<file path="src/rtl/ahb_master_dma.sv">
// rtl/ahb_master_dma.sv - AHB-Lite master streaming 128-bit blocks from memory through AES and back
module ahb_master_dma #(
    parameter int WORDS_PER_BLK = 4
) (
    input  logic         hclk,
    input  logic         hreset,
    input  logic         start,
    input  logic [31:0]  src_addr,
    input  logic [31:0]  dst_addr,
    input  logic [31:0]  size_data,
    output logic [31:0]  haddr,
    output logic [1:0]   htrans,
    output logic         hwrite,
    output logic [2:0]   hsize,
    output logic [2:0]   hburst,
    output logic [31:0]  hwdata,
    input  logic [31:0]  hrdata,
    input  logic         hready,
    input  logic         hresp,
    output logic [127:0] blk_out,
    output logic         blk_out_valid,
    input  logic         blk_out_ready,
    input  logic [127:0] blk_in,
    input  logic         blk_in_valid,
    output logic         blk_in_ready,
    output logic         busy,
    output logic         done,
    output logic         error
);

    localparam logic [1:0] TRANS_IDLE   = 2'b00;
    localparam logic [1:0] TRANS_NONSEQ = 2'b10;
    localparam logic [1:0] LAST_WORD    = 2'(WORDS_PER_BLK - 1);

    typedef enum logic [2:0] {
        S_IDLE,
        S_RD_ADDR,
        S_RD_DATA,
        S_SEND,
        S_RECV,
        S_WR_ADDR,
        S_WR_DATA,
        S_FINISH
    } state_t;

    state_t       state;
    logic [31:0]  src_ptr;
    logic [31:0]  dst_ptr;
    logic [27:0]  blk_cnt;
    logic [1:0]   widx;
    logic [127:0] res_buf;
    logic [31:0]  next_off;
    logic         unused_low_bits;

    // Byte offset of the next word within the current block (wraps with widx)
    assign next_off = {28'd0, widx + 2'd1, 2'b00};

    // Only single word transfers are ever issued
    assign hsize  = 3'b010;
    assign hburst = 3'b000;

    // Sub-word address bits and sub-block length bits carry no meaning here
    assign unused_low_bits = ^{src_addr[1:0], dst_addr[1:0], size_data[3:0]};

    // Job sequencer: every bus and handshake output is registered on the transition into its state
    always_ff @(posedge hclk or posedge hreset) begin
        if (hreset) begin
            state         <= S_IDLE;
            haddr         <= 32'd0;
            htrans        <= TRANS_IDLE;
            hwrite        <= 1'b0;
            hwdata        <= 32'd0;
            blk_out       <= 128'd0;
            blk_out_valid <= 1'b0;
            blk_in_ready  <= 1'b0;
            busy          <= 1'b0;
            done          <= 1'b0;
            error         <= 1'b0;
            src_ptr       <= 32'd0;
            dst_ptr       <= 32'd0;
            blk_cnt       <= 28'd0;
            widx          <= 2'd0;
            res_buf       <= 128'd0;
        end else begin
            done <= 1'b0;
            case (state)
                S_IDLE: begin
                    if (start) begin
                        src_ptr <= {src_addr[31:2], 2'b00};
                        dst_ptr <= {dst_addr[31:2], 2'b00};
                        blk_cnt <= size_data[31:4];
                        widx    <= 2'd0;
                        error   <= 1'b0;
                        if (size_data[31:4] == 28'd0) begin
                            // Empty job: report completion without touching the bus
                            state <= S_FINISH;
                            done  <= 1'b1;
                            busy  <= 1'b0;
                        end else begin
                            state  <= S_RD_ADDR;
                            busy   <= 1'b1;
                            htrans <= TRANS_NONSEQ;
                            hwrite <= 1'b0;
                            haddr  <= {src_addr[31:2], 2'b00};
                        end
                    end
                end
                S_RD_ADDR: begin
                    if (hready) begin
                        state  <= S_RD_DATA;
                        htrans <= TRANS_IDLE;
                    end
                end
                S_RD_DATA: begin
                    if (hresp) begin
                        // First ERROR cycle: drop the job, bus is already IDLE for the second cycle
                        error <= 1'b1;
                        state <= S_FINISH;
                        done  <= 1'b1;
                        busy  <= 1'b0;
                    end else if (hready) begin
                        // Shift words in so the first word read ends up in [127:96]
                        blk_out <= {blk_out[95:0], hrdata};
                        if (widx == LAST_WORD) begin
                            widx          <= 2'd0;
                            state         <= S_SEND;
                            blk_out_valid <= 1'b1;
                        end else begin
                            widx   <= widx + 2'd1;
                            state  <= S_RD_ADDR;
                            htrans <= TRANS_NONSEQ;
                            haddr  <= src_ptr + next_off;
                        end
                    end
                end
                S_SEND: begin
                    if (blk_out_ready) begin
                        blk_out_valid <= 1'b0;
                        blk_in_ready  <= 1'b1;
                        state         <= S_RECV;
                    end
                end
                S_RECV: begin
                    if (blk_in_valid) begin
                        blk_in_ready <= 1'b0;
                        res_buf      <= blk_in;
                        state        <= S_WR_ADDR;
                        htrans       <= TRANS_NONSEQ;
                        hwrite       <= 1'b1;
                        haddr        <= dst_ptr;
                    end
                end
                S_WR_ADDR: begin
                    if (hready) begin
                        state   <= S_WR_DATA;
                        htrans  <= TRANS_IDLE;
                        hwdata  <= res_buf[127:96];
                        res_buf <= {res_buf[95:0], 32'd0};
                    end
                end
                S_WR_DATA: begin
                    if (hresp) begin
                        error  <= 1'b1;
                        state  <= S_FINISH;
                        done   <= 1'b1;
                        busy   <= 1'b0;
                        hwrite <= 1'b0;
                    end else if (hready) begin
                        if (widx != LAST_WORD) begin
                            widx   <= widx + 2'd1;
                            state  <= S_WR_ADDR;
                            htrans <= TRANS_NONSEQ;
                            haddr  <= dst_ptr + next_off;
                        end else begin
                            widx    <= 2'd0;
                            src_ptr <= src_ptr + 32'd16;
                            dst_ptr <= dst_ptr + 32'd16;
                            blk_cnt <= blk_cnt - 28'd1;
                            hwrite  <= 1'b0;
                            if (blk_cnt == 28'd1) begin
                                state <= S_FINISH;
                                done  <= 1'b1;
                                busy  <= 1'b0;
                            end else begin
                                state  <= S_RD_ADDR;
                                htrans <= TRANS_NONSEQ;
                                haddr  <= src_ptr + 32'd16;
                            end
                        end
                    end
                end
                S_FINISH: begin
                    // done was raised on entry; a start seen here is deliberately ignored
                    state <= S_IDLE;
                end
                default: begin
                    state <= S_IDLE;
                end
            endcase
        end
    end

endmodule

</file>
<file path="config.mk">
export PLATFORM = sky130hd
export DESIGN_NAME = ahb_master_dma
export DESIGN_NICKNAME = d
export VERILOG_FILES = /design/src/rtl/ahb_master_dma.sv
export SDC_FILE = /design/constraint.sdc
export NUM_CORES = 1
export LEC_CHECK = 0
export ABC_CLOCK_PERIOD_IN_PS = 13900
export CAP_MARGIN = 0
export CORE_UTILIZATION = 30
export CTS_CLUSTER_DIAMETER = 40
export DETAILED_ROUTE_END_ITERATION = 10
export PLACE_DENSITY = 0.52
export RECOVER_POWER = 100
export SYNTH_ARGS = -nofsm -noshare
export SYNTH_HDL_FRONTEND = slang
export SYNTH_SLANG_ARGS = --single-unit
export TNS_END_PERCENT = 30
</file>
<file path="constraint.sdc">
create_clock -name hclk -period 13.9 [get_ports hclk]
set_clock_uncertainty 0.15 [all_clocks]
set_input_delay 1.39 -clock hclk [delete_from_list [all_inputs] [get_ports hclk]]
set_output_delay 1.39 -clock hclk [all_outputs]
set_load 0.02 [all_outputs]
</file>
==> impl_metrics.ini, run 1 <==
[run_status]
status = finished with violations
violations = max-capacitance violations, max-slew violations

[route]
wl_um = 71720
firstDrtPassIters = 6
drt_iter0_markers = 1480
vias_per_cell = 5.091
wl_met3_um = 6594
wl_per_cell_um = 20.14
wl_met1_um = 29360
antenna_left = 0
via_count = 18130
drc = 0
highest_layer = met5
wl_met2_um = 33990

[die]
ioPinCount = 469
die_w_um = 265.2
fp-row-count = 96
coreArea_mm2 = 0.06859
initial_core_util = 0.3030
dieArea_mm2 = 0.07033
die_y_um = 265.2

[clock_network]
cts.repair.resized = 0
numCtsBuffers = 88
clock_latency_ps = 620
clock-sinks = 419
clk_pin_slew_ps = 50
ctsHoldBuffers = 0
clockBufferDepth = 3
post_cts_buffers = 0
h-tree-depth = 3
cts_tree = built
root_buffer = clkbuf_16

[timing]
finalSetupViolCount = 0
drv_slew = 567
min_period_over_period = 0.6155
relSlewSlack = -2.934
fmax_ghz = 0.1169
fin_crit_ps = 8555
fin_ws_ps = 5345
hold_viol_final = 0
tightest_slew_ps = 5869
setup_tns_ps = 0
grt_setup_unrepaired = false

[logic_synthesis]
synth_area_leaders = dfrtp_1 50%, mux2_2 8.9%, o21ai_0 6.8%
synthCells = 2151
synth_top_cell_by_area = dfrtp_1
avgSynthCellArea_um2 = 9.661
yosysTopAreaCellShare = 0.5045
ys_seq_area_frac = 0.5045
synth_commonest_cells = 419 x dfrtp_1, 322 x nand2_1, 283 x o21ai_0
synth-edff-count = 0
yosysWarnings = 0
yosysMostFrequentCell = dfrtp_1
synth-main-ff-cell = dfrtp_1
ys_types = 71
async_reset_ff_frac = 1.000
ys_seq_elements = 419
synth_area_mm2 = 0.02078

[cells_and_area]
syn2layout_area_growth_pct = 40.99
drive_gt1_frac = 0.1328
final_cell_count_no_fill = 3561
nFillCells = 6609
nNetsFinal = 2829

[power_and_ir_drop]
powerDensity_mw_per_mm2 = 243.9
p_leak_nw = 13.08
ir_drop_mv = 0.1298
totalPowerFinal_w = 0.007147

[global_route]
grt_pass1_vias = 18170
track_usage = 0.2022
overflow = 0
grt_pass1_wl_um = 110500
antenna_found_initial = 10
grt_start_max_net_pins = 168

[placed_design]
gp_congestion = 0.8756
pre_cts_ws_ps = 8531
post-place-cells = 3396
hpwl_um = 50100
port_buffers = 453

[setup_path]
cpMostUsedCell = clkbuf_1
critPathArrivalTime_ps = 8900
cp_max_fo = 73
slowest_delay_ps = 2830
cp_slowest_cell = clkbuf_1
cp.required_ps = 14240
endpoint_kind = flip-flop
start_kind = flip-flop
crit_chain = clkbuf_1 > inv_1 > nand2_1 > nor2_1 > clkbuf_1 > clkbuf_1 > mux2_2
critPathKind = flip-flop to flip-flop

[flow_run]
cap_violations = 8

[worst_hold_path]
hold_class = flip-flop to flip-flop
-- area by class of cell --
type | instances | area [µm²] | area share
antenna | 2 | 5.005 | 0.0001708
clock buffer | 112 | 2442 | 0.08336
clock inverter | 51 | 828.3 | 0.02827
inverter | 17 | 65.06 | 0.002221
multi-input combinational | 1550 | 9600 | 0.3277
sequential | 419 | 10490 | 0.3579
tap | 931 | 1165 | 0.03976
timing repair buffer | 479 | 4708 | 0.1607
-- power by group --
group | switching, W | total (W) | internal (W)
Clock | 0.000761 | 0.00229 | 0.00152
Combinational | 0.00160 | 0.00268 | 0.00107
Sequential | 0.000441 | 0.00218 | 0.00174
Total | 0.00281 | 0.00715 | 0.00434
-- worst max-delay path: cells and delay by family (launching register included) --
family                 cells  cell delay, ps
buffers and inverters      4            6470
multiplexers               1             480
AND/OR/NAND/NOR            2             650
flip-flops                 1             540
-- per-layer routing --
layer | track usage | vias to the layer above
li1 | - | 8524
met1 | 0.2518 | 8823
met2 | 0.3290 | 632
met3 | 0.07175 | 135
met4 | 0.05780 | 16
met5 | 0 | -
-- per-stage QoR --
step	util	instance area, µm²	hold WS, ps
floorplan	-	20800	296.0
global placement	0.3804	26090	307.1
detailed placement	0.3804	26090	316.3
CTS	0.4281	29360	326.6
global route	0.4272	29300	340.7
finish	0.4272	29300	317.2
-- flip-flops by register name (all words and copies together), names as in the netlist --
name,cells
blk_out,128
busy,1
htrans,1
blk_cnt,28
done,1
state,3
blk_out_valid,1
res_buf,128
error,1
hwdata,32
haddr,31
blk_in_ready,1
src_ptr,30
dst_ptr,30
hwrite,1
widx,2
-- kinds of logic (layout without fill, tap and decap cells) --
logic type               count (synthesis)  count (layout)  synth area share
flip-flops                             419             419            0.5045
multiplexers                           267             267            0.1385
XOR/XNOR                                38              38           0.01602
buffers and inverters                  187             659           0.03540
other                                    2               9         0.0003614
AO/OA/AOI/OAI                          586             586            0.1593
adder cells (fa/ha/maj)                 11              11          0.007346
AND/OR/NAND/NOR                        641             641            0.1385
-- path summary, 6_finish.rpt --
| check | start | endpoint | slack, ps | cells past startpoint |
|---|---|---|---|---|
| worst max-delay path | state[2] | blk_out[32] | 5340 | 7 |
| worst min-delay path | haddr[24] | haddr[24] | 320 | 2 |
| worst max register to register | state[2] | blk_out[32] | 5340 | 7 |
| worst min register to register | haddr[24] | haddr[24] | 320 | 2 |
| max in group asynchronous | hreset | src_ptr[25] | 7610 | 4 |
| min in group asynchronous | hreset | res_buf[36] | 2890 | 2 |
-- placed cells by master, fill, tap and decap left out, drive strengths merged, types with 17 or more instances in the layout --
cell type / Yosys / layout
a21oi: 153 / 153
a31oi: 17 / 17
buf: 21 / 17
clkbuf: 149 / 121
clkdlybuf4s50: 0 / 250
dfrtp: 419 / 419
dlygate4sd3: 0 / 203
inv: 16 / 28
mux2: 165 / 165
mux2i: 102 / 102
nand2: 322 / 322
nand3: 49 / 49
nand4: 35 / 35
nor2: 113 / 113
nor3: 42 / 42
nor4: 26 / 26
o21ai: 284 / 284
o22ai: 38 / 38
xnor2: 20 / 20
xor2: 18 / 18
Power figures use the tool's default switching activity.
==> run 2, diff against run 1 <==
Settings changed: ABC_CLOCK_PERIOD_IN_PS 13900 to 7200.
Clock period 13.9 ns to 7.2 ns, I/O delays scaled along.
==> impl_metrics.ini, run 2 (same netlist as run 1, synthesis figures left out) <==
[run_status]
status = finished with violations
violations = max-capacitance violations, max-slew violations

[cells_and_area]
final_cell_mix = 419 x dfrtp_1, 320 x nand2_1, 283 x o21ai_0, 253 x clkdlybuf4s50_1, 200 x dlygate4sd3_1
seq_area_mm2 = 0.01049
drive_gt1_frac = 0.1308
nNetsFinal = 2829
final_common_cell = dfrtp_1
nFillCells = 6635
fin_util = 0.4235
final_cell_count_no_fill = 3561
syn2layout_area_growth_pct = 39.77
multi_input_area_mm2 = 0.009613
final_cell_area_mm2 = 0.02905
top_regs = blk_out: 128 flops, res_buf: 128 flops, hwdata: 32 flops

[timing]
fin_crit_ps = 5346
tightest_slew_ps = 4379
min_period_over_period = 0.7425
finalSetupViolCount = 0
grt_setup_unrepaired = false
hold_viol_final = 0
relSlewSlack = -1.919
setup_tns_ps = 0
drv_slew = 563
holdWs_ps = 317.4
fmax_ghz = 0.1871

[placed_design]
port_buffers = 453
post-place-cells = 3397
hpwl_um = 50770
gp_congestion = 0.8821
place_area_mm2 = 0.02612

[worst_hold_path]
hold_class = flip-flop to flip-flop
whs_endpoint = res_buf[119]
holdPathStages = 2
worstHoldStart = res_buf[119]

[setup_path]
endpoint_kind = flip-flop
r2r_slack_ps = 1850
start_kind = flip-flop
r2r_start = state[1]
critPathKind = flip-flop to flip-flop
cp_max_fo = 59
cp.required_ps = 7560
critPathArrivalTime_ps = 5700
reg2reg_to = blk_out[126]
reg2reg_depth = 7

[route]
via_count = 18100
wl_per_cell_um = 20.13
wl_um = 71690
firstDrtPassIters = 7
drc = 0
drt_iter0_markers = 1251
antenna_left = 0
vias_per_cell = 5.084

[flow_run]
cap_violations = 9

[die]
ioPinCount = 469
initial_core_util = 0.3030
die_y_um = 265.2
coreArea_mm2 = 0.06859
fp-row-count = 96
dieArea_mm2 = 0.07033
die_w_um = 265.2

[power_and_ir_drop]
ir_drop_mv = 0.2178
p_switching_w = 0.005339
combPwrFrac = 0.386
power.share.clock = 0.299
p_leak_nw = 12.95
p_int_w = 0.007986
pwr-share-seq = 0.316
p_sw_frac = 0.4007
powerDensity_mw_per_mm2 = 458.7

[global_route]
overflow = 0
grt_pass1_vias = 18140
antenna_found_initial = 16
track_usage = 0.2035
grt_start_max_net_pins = 172
grt_pass1_wl_um = 110100

[clock_network]
clockBufferDepth = 3
ctsHoldBuffers = 0
h-tree-depth = 3
cts_tree = built
numCtsBuffers = 87
cts.repair.resized = 0
clock_latency_ps = 620
post_cts_buffers = 0
root_buffer = clkbuf_16
clk_pin_slew_ps = 60
clock-sinks = 419
run 2: cell types whose count changed in the layout (fill, tap and decap cells not counted), moves of 2 or more:
cell / change
clkbuf_2: +2
clkbuf_8: -7
diode_2: +6
bufinv_16: -8
inv_8: -2
clkinv_2: +6
clkdlybuf4s50_1: +3
inv_6: -4
clkinv_4: +2
dlygate4sd3_1: -3
clkinvlp_4: +2
run 2: final cells by class:
type / instances / share of cell area
diodes: 8 / 0.0006892
clock inverters: 47 / 0.02076
repair buffers: 480 / 0.1630
multi-input cells: 1550 / 0.3309
inverters: 17 / 0.002240
well taps: 931 / 0.04010
flip-flops and latches: 419 / 0.3610
clock buffers: 109 / 0.08128
run 2: worst max-delay path, stage by stage (launching register included):
cell,delay (ps)
dfrtp_1,340
buf_4,330
nor2b_1,180
buf_4,230
nand2_1,290
nor2_1,2330
buf_4,880
mux2_2,420
run 2: metrics by stage:
step / setup WS [ps] / total power [W]
3_5_place_dp: 2908 / 0.009558
5_1_grt: 1376 / 0.01423
4_1_cts: 3108 / 0.01363
2_1_floorplan: 678.5 / 0.007376
3_3_place_gp: 2993 / 0.009431
6_report: 1854 / 0.01333
run 2: how the worst max path moves through the flow:
stage | endpoint | cells after the start | startpoint | slack, ps
after global routing | blk_cnt[19] | 3 | hreset | 1380
after floorplan | blk_cnt[0] | 1 | hreset | 680
after CTS | res_buf[17] | 7 | state[0] | 3110
after global placement | res_buf[118] | 6 | hready | 2990
final | blk_out[126] | 7 | state[1] | 1850
after detailed placement | res_buf[17] | 6 | hready | 2910
run 2: power groups by stage:
stage,combinational [W],clock (W),sequential (W)
2_1_floorplan,0.00294,0,0.00443
3_3_place_gp,0.00524,0,0.00419
3_5_place_dp,0.00531,0,0.00425
4_1_cts,0.00534,0.00408,0.00422
5_1_grt,0.00566,0.00420,0.00437
6_report,0.00514,0.00398,0.00421
run 2: layer usage:
layer | track usage | part of all wire
met1 | 0.2498 | 0.40
met2 | 0.3250 | 0.47
met3 | 0.07526 | 0.094
met4 | 0.07624 | 0.033
met5 | 0 | 0.0017
